[src/rtl/vga_fb_pkg.sv]
// Shared types and default sizes for the VGA framebuffer arbiter.
// The owner enum names who drives the RAM in a given cycle. mem_req_t bundles
// one registered RAM command: enable, write enable, address and write data.
package vga_fb_pkg;

  localparam int unsigned DataWDef       = 24;
  localparam int unsigned BufWordsDef    = 76800;
  localparam int unsigned PixAwDef       = 17;
  localparam int unsigned MemAwDef       = 18;
  localparam int unsigned StarveLimitDef = 800;
  localparam int unsigned WaitW          = 16;

  typedef enum logic [1:0] {
    OwnIdle,
    OwnDisp,
    OwnHost
  } owner_e;

  typedef struct packed {
    logic                en;
    logic                we;
    logic [MemAwDef-1:0] addr;
    logic [DataWDef-1:0] wdata;
  } mem_req_t;

endpackage

[src/rtl/vga_swap_ctrl.sv]
// Front/back buffer swap control.
// Ports:
//   clock, reset      - clock and synchronous active-high reset
//   swap_req_i        - one-cycle swap request pulse
//   vblank_i          - one-cycle pulse at start of vertical blank
//   swap_pending_o    - a swap is armed and waiting for vblank
//   front_sel_o       - current front buffer (0 = lower half)
//   swap_done_o       - one-cycle pulse, two cycles after the swapping vblank
module vga_swap_ctrl (
  input  logic clock,
  input  logic reset,
  input  logic swap_req_i,
  input  logic vblank_i,
  output logic swap_pending_o,
  output logic front_sel_o,
  output logic swap_done_o
);

  logic pending_d, pending_q;
  logic front_q;
  logic fire;
  logic fire_q;
  logic done_q;

  // A request arriving in the same cycle as vblank swaps immediately.
  assign fire = vblank_i & (pending_q | swap_req_i);

  always_comb begin
    pending_d = pending_q;
    if (fire) begin
      pending_d = 1'b0;
    end else if (swap_req_i) begin
      pending_d = 1'b1;  // no effect if already pending: requests do not queue
    end
  end

  always_ff @(posedge clock) begin
    if (reset) begin
      pending_q <= 1'b0;
      front_q   <= 1'b0;
      fire_q    <= 1'b0;
      done_q    <= 1'b0;
    end else begin
      pending_q <= pending_d;
      front_q   <= front_q ^ fire;
      fire_q    <= fire;
      done_q    <= fire_q;
    end
  end

  assign swap_pending_o = pending_q;
  assign front_sel_o    = front_q;
  assign swap_done_o    = done_q;

endmodule

[src/rtl/vga_fb_arbiter.sv]
// Arbitrates one single-port synchronous framebuffer RAM between VGA scan-out
// reads (strict priority) and host pixel writes, double-buffered with swaps
// at vertical blank.
// Ports:
//   clock, reset             - clock, synchronous active-high reset
//   io_disp_*                - display read request/ack, read data/valid (latency 2)
//   io_host_*                - host write handshake, out-of-range error, starvation flag
//   io_swap_req/io_swap_done - buffer swap request and completion pulse
//   io_front_sel, io_vblank  - current front buffer, vertical blank pulse
//   io_mem_*                 - registered RAM command and RAM read data
module vga_fb_arbiter
  import vga_fb_pkg::*;
#(
  parameter int unsigned DATA_W       = DataWDef,
  parameter int unsigned BUF_WORDS    = BufWordsDef,
  parameter int unsigned PIX_AW       = PixAwDef,
  parameter int unsigned MEM_AW       = MemAwDef,
  parameter int unsigned STARVE_LIMIT = StarveLimitDef
) (
  input  logic              clock,
  input  logic              reset,
  input  logic              io_disp_req,
  input  logic [PIX_AW-1:0] io_disp_addr,
  output logic              io_disp_ack,
  output logic [DATA_W-1:0] io_disp_rdata,
  output logic              io_disp_rvalid,
  input  logic              io_host_valid,
  input  logic [PIX_AW-1:0] io_host_addr,
  input  logic [DATA_W-1:0] io_host_wdata,
  output logic              io_host_ready,
  output logic              io_host_err,
  output logic              io_host_starved,
  input  logic              io_swap_req,
  output logic              io_swap_done,
  output logic              io_front_sel,
  input  logic              io_vblank,
  output logic              io_mem_en,
  output logic              io_mem_we,
  output logic [MEM_AW-1:0] io_mem_addr,
  output logic [DATA_W-1:0] io_mem_wdata,
  input  logic [DATA_W-1:0] io_mem_rdata
);

  logic swap_pending;
  logic front_sel;

  vga_swap_ctrl u_swap_ctrl (
    .clock          (clock),
    .reset          (reset),
    .swap_req_i     (io_swap_req),
    .vblank_i       (io_vblank),
    .swap_pending_o (swap_pending),
    .front_sel_o    (front_sel),
    .swap_done_o    (io_swap_done)
  );

  // Grant decision; nothing is granted while reset is asserted.
  owner_e owner;
  always_comb begin
    owner = OwnIdle;
    if (!reset) begin
      if (io_disp_req) begin
        owner = OwnDisp;
      end else if (io_host_valid && !swap_pending) begin
        owner = OwnHost;
      end
    end
  end

  assign io_disp_ack   = io_disp_req & ~reset;
  assign io_host_ready = ~io_disp_req & ~swap_pending & ~reset;

  logic              disp_in_range, host_in_range;
  logic [MEM_AW-1:0] disp_maddr, host_maddr;

  assign disp_in_range = 32'(io_disp_addr) < BUF_WORDS;
  assign host_in_range = 32'(io_host_addr) < BUF_WORDS;
  // Display reads the front half, host writes the back half.
  assign disp_maddr = MEM_AW'(io_disp_addr) + (front_sel ? MEM_AW'(BUF_WORDS) : '0);
  assign host_maddr = MEM_AW'(io_host_addr) + (front_sel ? '0 : MEM_AW'(BUF_WORDS));

  mem_req_t mem_d, mem_q;
  logic     rd_pend_d, rd_pend_q;
  logic     rd_ok_d, rd_ok_q;
  logic     err_d, err_q;

  always_comb begin
    mem_d     = '0;
    rd_pend_d = 1'b0;
    rd_ok_d   = 1'b0;
    err_d     = 1'b0;
    unique case (owner)
      OwnDisp: begin
        mem_d.en   = disp_in_range;
        mem_d.addr = disp_maddr;
        rd_pend_d  = 1'b1;
        rd_ok_d    = disp_in_range;
      end
      OwnHost: begin
        mem_d.en    = host_in_range;
        mem_d.we    = host_in_range;
        mem_d.addr  = host_maddr;
        mem_d.wdata = io_host_wdata;
        err_d       = ~host_in_range;
      end
      OwnIdle: ;
    endcase
  end

  // Second read stage: rvalid always follows an ack by two cycles; data is
  // forced to zero for out-of-range reads that never touched the RAM.
  logic rvalid_q;
  logic rd_ok2_q;

  logic [WaitW-1:0] wait_d, wait_q;
  logic             starved_q;

  always_comb begin
    wait_d = '0;
    if (io_host_valid && !io_host_ready) begin
      wait_d = (wait_q == {WaitW{1'b1}}) ? wait_q : wait_q + 1'b1;
    end
  end

  always_ff @(posedge clock) begin
    if (reset) begin
      mem_q     <= '0;
      rd_pend_q <= 1'b0;
      rd_ok_q   <= 1'b0;
      err_q     <= 1'b0;
      rvalid_q  <= 1'b0;
      rd_ok2_q  <= 1'b0;
      wait_q    <= '0;
      starved_q <= 1'b0;
    end else begin
      mem_q     <= mem_d;
      rd_pend_q <= rd_pend_d;
      rd_ok_q   <= rd_ok_d;
      err_q     <= err_d;
      rvalid_q  <= rd_pend_q;
      rd_ok2_q  <= rd_pend_q & rd_ok_q;
      wait_q    <= wait_d;
      starved_q <= 32'(wait_d) >= STARVE_LIMIT;
    end
  end

  assign io_mem_en       = mem_q.en;
  assign io_mem_we       = mem_q.we;
  assign io_mem_addr     = mem_q.addr;
  assign io_mem_wdata    = mem_q.wdata;
  assign io_disp_rvalid  = rvalid_q;
  assign io_disp_rdata   = rd_ok2_q ? io_mem_rdata : '0;
  assign io_host_err     = err_q;
  assign io_host_starved = starved_q;
  assign io_front_sel    = front_sel;

endmodule

[config.mk]
export PLATFORM = sky130hd
export DESIGN_NAME = vga_fb_arbiter
export DESIGN_NICKNAME = d
export VERILOG_FILES = /design/src/rtl/vga_fb_pkg.sv /design/src/rtl/vga_swap_ctrl.sv /design/src/rtl/vga_fb_arbiter.sv
export SDC_FILE = /design/constraint.sdc
export NUM_CORES = 1
export LEC_CHECK = 0
export CAP_MARGIN = 30
export CORE_UTILIZATION = 39
export DETAILED_ROUTE_END_ITERATION = 7
export PLACE_DENSITY_LB_ADDON = 0.15
export SLEW_MARGIN = 25
export SYNTH_ARGS = -nofsm -noshare
export SYNTH_HDL_FRONTEND = slang
export SYNTH_SLANG_ARGS = --single-unit
[constraint.sdc]
create_clock -name clock -period 2.13 [get_ports clock]
set_clock_uncertainty 0.05 [all_clocks]
set_input_delay 0.5325 -clock clock [delete_from_list [all_inputs] [get_ports clock]]
set_output_delay 0.5325 -clock clock [all_outputs]
set_load 0.03 [all_outputs]
# Yosys cells after proc, flatten, opt, wreduce, memory -nomap -nowiden
# Index checks and enable logic that the tools add are counted.
dict set report classes {
  n_lt_le_gt_ge 3
  div_mod_pow 0
  addsub 3
  n_shift 0
  n_mux 11
  n_reduce_logical 7
  n_eq_ne 3
  bitwise_logic 13
  n_mul 0
}
# op count
set ops {}
lappend ops {{$add A17 B17 Y18} 2}
lappend ops {{$pmux W18 S2} 1}
lappend ops {{$lt A17 B17 Y1 const B} 2}
lappend ops {{$mux W17} 2}
lappend ops {{$mux W16} 2}
lappend ops {{$mux W24} 1}
lappend ops {{$add A16 B1 Y16 const B} 1}
lappend ops {{$eq A16 B16 Y1 const B} 1}
lappend ops {{$ge A16 B10 Y1 const B} 1}
lappend ops {{$mux W2} 3}
lappend ops {{$not A1 Y1} 6}
lappend ops {{$reduce_or A2 Y1} 3}
lappend ops {{$and A1 B1 Y1} 5}
lappend ops {{$eq A2 B1 Y1 const B} 1}
lappend ops {{$eq A2 B2 Y1 const B} 1}
lappend ops {{$logic_and A1 B1 Y1} 2}
lappend ops {{$logic_not A1 Y1} 2}
lappend ops {{$pmux W1 S2} 1}
lappend ops {{$mux W1} 1}
lappend ops {{$or A1 B1 Y1} 1}
lappend ops {{$xor A1 B1 Y1} 1}
dict set report word_totals {
  register_bits 70
  mem_bits_rw 0
  memories 0
  rom_bits 0
  input_bits 88
  out_inout_bits 75
  latch_bits 0
  elab_cells 55
}

# Depth between registers and ports, before layout
dict set report logic_depth {
  word_depth 8
  ltp_mapped 8
}

# By module
# A second synthesis with hierarchy kept.
dict set report hier_totals {
  cells_unflattened 314
  hier_area_um2 2996.6
}
# module instances area_each_um2 seq_area_each_um2 cells_per_inst
set modules_own_cells {}
lappend modules_own_cells {vga_fb_arbiter 1 2864.0 1321.3 302}
lappend modules_own_cells {vga_swap_ctrl 1 132.6 80.1 12}

# Least setup slack after synthesis
# Ideal clock, no wire load.
dict set report synth_timing {
  path_type {reg2reg}
  start {reg u_swap_ctrl.front_q, in the netlist u_swap_ctrl.front_sel_o}
  end {reg mem_q, in the netlist io_mem_addr[16]}
  path_slack_ns -0.008
  path_stages_with_launch 8
  arrival_time_ns 1.960
  setup_ns 0.128
  path_cell_list {dfxtp_1 -> inv_1 -> ha_1 -> fa_1 -> a31o_2 -> nand3_1 -> xor2_1 -> o22ai_1}
}
dict set report synth_via {
  elab_chain_cells 3
  elab_cells_between_ends 5
  classes_between {2 x add/sub; 3 x mux}
}
# element line_no
set synth_rtl {}
lappend synth_rtl {{start, declared} vga_swap_ctrl.sv:20} ;# logic front_q;
lappend synth_rtl {{start signal, assigned} vga_swap_ctrl.sv:45} ;# front_q <= front_q ^ fire;
lappend synth_rtl {{$mux W17, on equally long branches} {vga_fb_arbiter.sv:80, vga_fb_arbiter.sv:79}}
lappend synth_rtl {{$add A17 B17 Y18, on equally long branches} {vga_fb_arbiter.sv:80, vga_fb_arbiter.sv:79}}
lappend synth_rtl {{$pmux W18 S2 (*)} vga_fb_arbiter.sv:92} ;# unique case (owner)
lappend synth_rtl {{end signal, assigned} vga_fb_arbiter.sv:136} ;# mem_q <= mem_d;
lappend synth_rtl {{end, declared} vga_fb_arbiter.sv:82} ;# mem_req_t mem_d, mem_q;
# Every way passes the cells marked *; elsewhere a longest branch is shown, timed or not.
# A chain may end at the register's enable or synchronous reset.

# Final worst setup path
dict set report layout_timing {
  start {reg wait_q[5]}
  end {reg starved_q, in the netlist io_host_starved}
}
dict set report layout_via {
  elab_chain_cells 4
  elab_cells_between_ends 5
  classes_between {1 x add/sub; 1 x order compare; 1 x eq/ne; 2 x mux}
}
# element line_no
set layout_rtl {}
lappend layout_rtl {{start, declared} vga_fb_arbiter.sv:115} ;# logic [WaitW-1:0] wait_d, wait_q;
lappend layout_rtl {{start signal, assigned} vga_fb_arbiter.sv:142} ;# wait_q <= wait_d;
lappend layout_rtl {{$add A16 B1 Y16 / $eq A16 B16 Y1 (equally long branches)} vga_fb_arbiter.sv:121} ;# wait_d = (wait_q == {WaitW{1'b1}}) ? wait_q : wait_q + 1'b1;
lappend layout_rtl {{$mux W16 (*)} vga_fb_arbiter.sv:121}
lappend layout_rtl {{$mux W16 (*)} vga_fb_arbiter.sv:120} ;# if (io_host_valid && !io_host_ready) begin
lappend layout_rtl {{$ge A16 B10 Y1 (*)} vga_fb_arbiter.sv:143} ;# starved_q <= 32'(wait_d) >= STARVE_LIMIT;
lappend layout_rtl {{end signal, assigned} vga_fb_arbiter.sv:134} ;# starved_q <= 1'b0;
lappend layout_rtl {{end signal, assigned} vga_fb_arbiter.sv:143}
lappend layout_rtl {{end, declared} vga_fb_arbiter.sv:116} ;# logic starved_q;
# Marks and branches as above.

==> impl_metrics.csv <==
group,metric,value,unit
clock_tree,root_buffer,"clkbuf_8",
final_layout,areaGrowthSynthToFinish,68.6,%
power_and_ir_drop,powerDensity,608,mW/mm^2
floorplan,rows,31,
detailed_routing,dr.pass1.iters,4,
floorplan,die_area,0.00792,sq mm
synth,synth_top_family_by_area,"simple AND/OR/NAND/NOR gates",
placed_design,gp_congestion,0.868,
critical_path,r2r_slack,0.04,ns
synth,synth_xor_area_share,5.64,%
critical_path,crit_chain,"buf_4 > and4_2 > nand2_1 > a311oi_1 > o311ai_1 > nor3_1 > o32ai_1",
timing,setup_viol,0,
detailed_routing,vias_per_cell,4.93,
critical_path,crit_path_max_fanout,5,
synth,yosysSeqAreaShare,47.5,%
floorplan,io_pins,163,
critical_path,crit_slowest_cell,"a311oi_1",
synth,ys_types,50,
run,maxCapViolations,0,
power_and_ir_drop,ir_worst_vdd,0.000440,V
critical_path,reg2regPathDepth,7,
timing,finalHoldViolCount,0,
synth,synth_commonest_cells,"dfxtp_1 (70), and2_1 (27), and3_1 (26)",
clock_tree,clk_pin_slew_worst_paths,0.08,ns
synth,synth-seq-cells,70,
global_routing,first_global_vias,2701,
clock_tree,htreeDepth,3,
clock_tree,cts_max_path_buffers,2,
detailed_routing,drtIter0Drc,106,
synth,synthTopCellsByArea,"dfxtp_1 (47%), and2_1 (5.7%), and3_1 (5.5%)",
critical_path,worstPathArrival,2.25,ns
final_layout,final_core_util,68.3,%
timing,hold-worst-slack,0.392,ns
outcome,status,"completed",
timing,worstMarginPinSlew,0.501,ns
synth,synth-adder-area-share,5.17,%
synth,synth_mux_area_share,1.40,%
clock_tree,cts_tree,"yes",
synth,synth_simple_gate_area_share,25.1,%
synth,syn_nets,404,
placed_design,dp_slack,-0.240,ns
global_routing,grt_max_degree,26,
placed_design,hpwl,6390,microns
detailed_routing,drc,0,
floorplan,die_w,89.0,microns
global_routing,grtUsageTotal,20.6,%
detailed_routing,ant_nets,0,
floorplan,start_util,40.5,%
power_and_ir_drop,p_leak,2.10,nW
placed_design,placed_cell_area,0.00473,sq mm
min_path,whs_endpoint,"u_swap_ctrl.swap_done_o",
synth,synth_ff_type,"dfxtp_1",
synth,syn_area_per_cell,9.68,sq um
clock_tree,clock_latency,0.34,ns
clock_tree,numCtsBuffers,9,
critical_path,r2r_end,"io_host_starved",
timing,period_share,98.2,%
detailed_routing,vias,2903,
timing,finalMaxSlewViolations,0,
synth,synth_warnings,0,
synth,synth-async-reset-ratio,0,%
clock_tree,cts.sinks,70,
final_layout,diodes,0,
min_path,hold_class,"register to register",
synth,yosysTopAreaCellShare,47.5,%
timing,relSlewSlack,66.6,%
critical_path,cp-start-kind,"register",
timing,layout_min_cycle_time,2.09,ns
synth,synth_edf_count,0,
floorplan,dieHeight,89.0,microns
critical_path,cp-end-kind,"register",
placed_design,numPortBuffers,162,
critical_path,cp_num_buf_inv,1,
final_layout,nets,584,
critical_path,cpPeakStageDelay,0.45,ns
critical_path,cp.required,2.29,ns
min_path,hold_depth,1,
timing,fmax,478,MHz
synth,yosysTopAreaCell,"dfxtp_1",
detailed_routing,routed_wl,8280,microns
final_layout,drive_gt1_share,17.3,%
synth,synthCells,305,
final_layout,stdcell_area,0.00498,sq mm
timing,layout_setup_ws,0.0380,ns
detailed_routing,wl_per_cell,14.1,microns
power_and_ir_drop,total_power,3.02,mW
final_layout,n_fill_cell,629,
synth,synth-compound-area-share,11.7,%
global_routing,grt_pass1_wl,12100,microns
global_routing,overflow,0,
synth,synth_area,0.00295,sq mm
critical_path,rr_startpoint,"wait_q[5]",
critical_path,path_delay_family,"compound AO/OA/AOI/OAI gates",
global_routing,antenna_found_initial,0,
floorplan,core-area,0.00729,sq mm
critical_path,worst-setup-path-type,"register to register",
min_path,holdCritStartpoint,"u_swap_ctrl.fire_q",
synth,synth.most_common_cell,"dfxtp_1",
power by group:
group          internal, mW  switching (mW)  total [mW]
Combinational         0.319           0.260       0.579
Clock                 0.549           0.522        1.07
Sequential             1.36          0.0184        1.37
Total                  2.22           0.800        3.02
sequential cells by signal, indices dropped and copies added, names as in the netlist:
| register | flops |
|---|---|
| io_mem_wdata | 24 |
| io_mem_addr | 18 |
| wait_q | 16 |
| io_disp_rvalid | 1 |
| io_host_err | 1 |
| io_host_starved | 1 |
| io_mem_en | 1 |
| io_mem_we | 1 |
| rd_ok2_q | 1 |
| rd_ok_q | 1 |
| rd_pend_q | 1 |
| u_swap_ctrl.fire_q | 1 |
| u_swap_ctrl.front_sel_o | 1 |
| u_swap_ctrl.swap_done_o | 1 |
| u_swap_ctrl.swap_pending_o | 1 |
per-layer routing:
layer,share of wire [%],global-route usage (%),vias up
met2,52,38.3,126
met5,0,0,-
li1,-,-,1428
met4,1.6,10.4,0
met1,37,20.9,1338
met3,10,6.19,11
metrics by stage:
step,cells,TNS (ns)
final,589,0
after global routing,589,-0.0937
after CTS,588,0
after detailed placement,572,-0.858
after global placement,572,-0.595
after floorplan,305,0
cell families after synthesis:
kind of cell             after synthesis
flip-flops                            70
buffers and inverters                 25
AO/OA/AOI/OAI                         46
multiplexers                           4
adder cells (fa/ha/maj)               11
XOR/XNOR                              19
AND/OR/NAND/NOR                      130
worst max-delay path by stage:
stage | from | endpoint | slack, ns | depth (start not counted)
final | wait_q[5] | io_host_starved | 0.04 | 7
after global routing | wait_q[5] | io_host_starved | -0.09 | 7
after CTS | io_disp_req | io_disp_ack | 0.006 | 5
after detailed placement | io_disp_addr[10] | io_mem_addr[16] | -0.24 | 9
after global placement | io_disp_addr[10] | io_mem_addr[16] | -0.19 | 9
after floorplan | reset | io_host_ready | 0.14 | 3
area by class of cell:
class | instances | area (sq um) | area share [%]
repair buffers | 187 | 1750 | 35.2
multi-input cells | 210 | 1470 | 29.6
flip-flops and latches | 70 | 1400 | 28.2
clock buffers | 10 | 128 | 2.56
well taps | 99 | 124 | 2.49
clock inverters | 6 | 70.1 | 1.41
inverters | 7 | 26.3 | 0.528
cells in the final DEF (no fill, tap or decap), drive strengths merged, types with 2 or more instances in the layout:
| cell type | instances |
|---|---|
| dfxtp | 70 |
| and4 | 3 |
| nand4 | 5 |
| a31o | 3 |
| a22oi | 2 |
| mux2i | 3 |
| nor3 | 7 |
| and2 | 29 |
| a22o | 11 |
| o21ai | 2 |
| dlymetal6s2s | 2 |
| xor2 | 9 |
| nand2 | 16 |
| a21o | 3 |
| xnor2 | 10 |
| nand3 | 5 |
| ha | 9 |
| nor3b | 2 |
| a31oi | 6 |
| o22ai | 4 |
| fa | 2 |
| nand2b | 3 |
| nor4 | 4 |
| clkbuf | 10 |
| inv | 9 |
| nor2b | 5 |
| a21oi | 6 |
| nor2 | 22 |
| clkdlybuf4s50 | 134 |
| and3 | 26 |
| buf | 51 |
| clkinvlp | 3 |
timing repair:
| action | 4_1_cts | 5_1_grt |
|---|---|---|
| hold buffers | 0 | 0 |
| buffers inserted | 0 | 1 |
| endpoints found under the setup margin | 1 | 5 |
| pin swaps | 0 | 5 |
| resized for setup | 1 | 10 |
(Power assumes the default switching activity.)
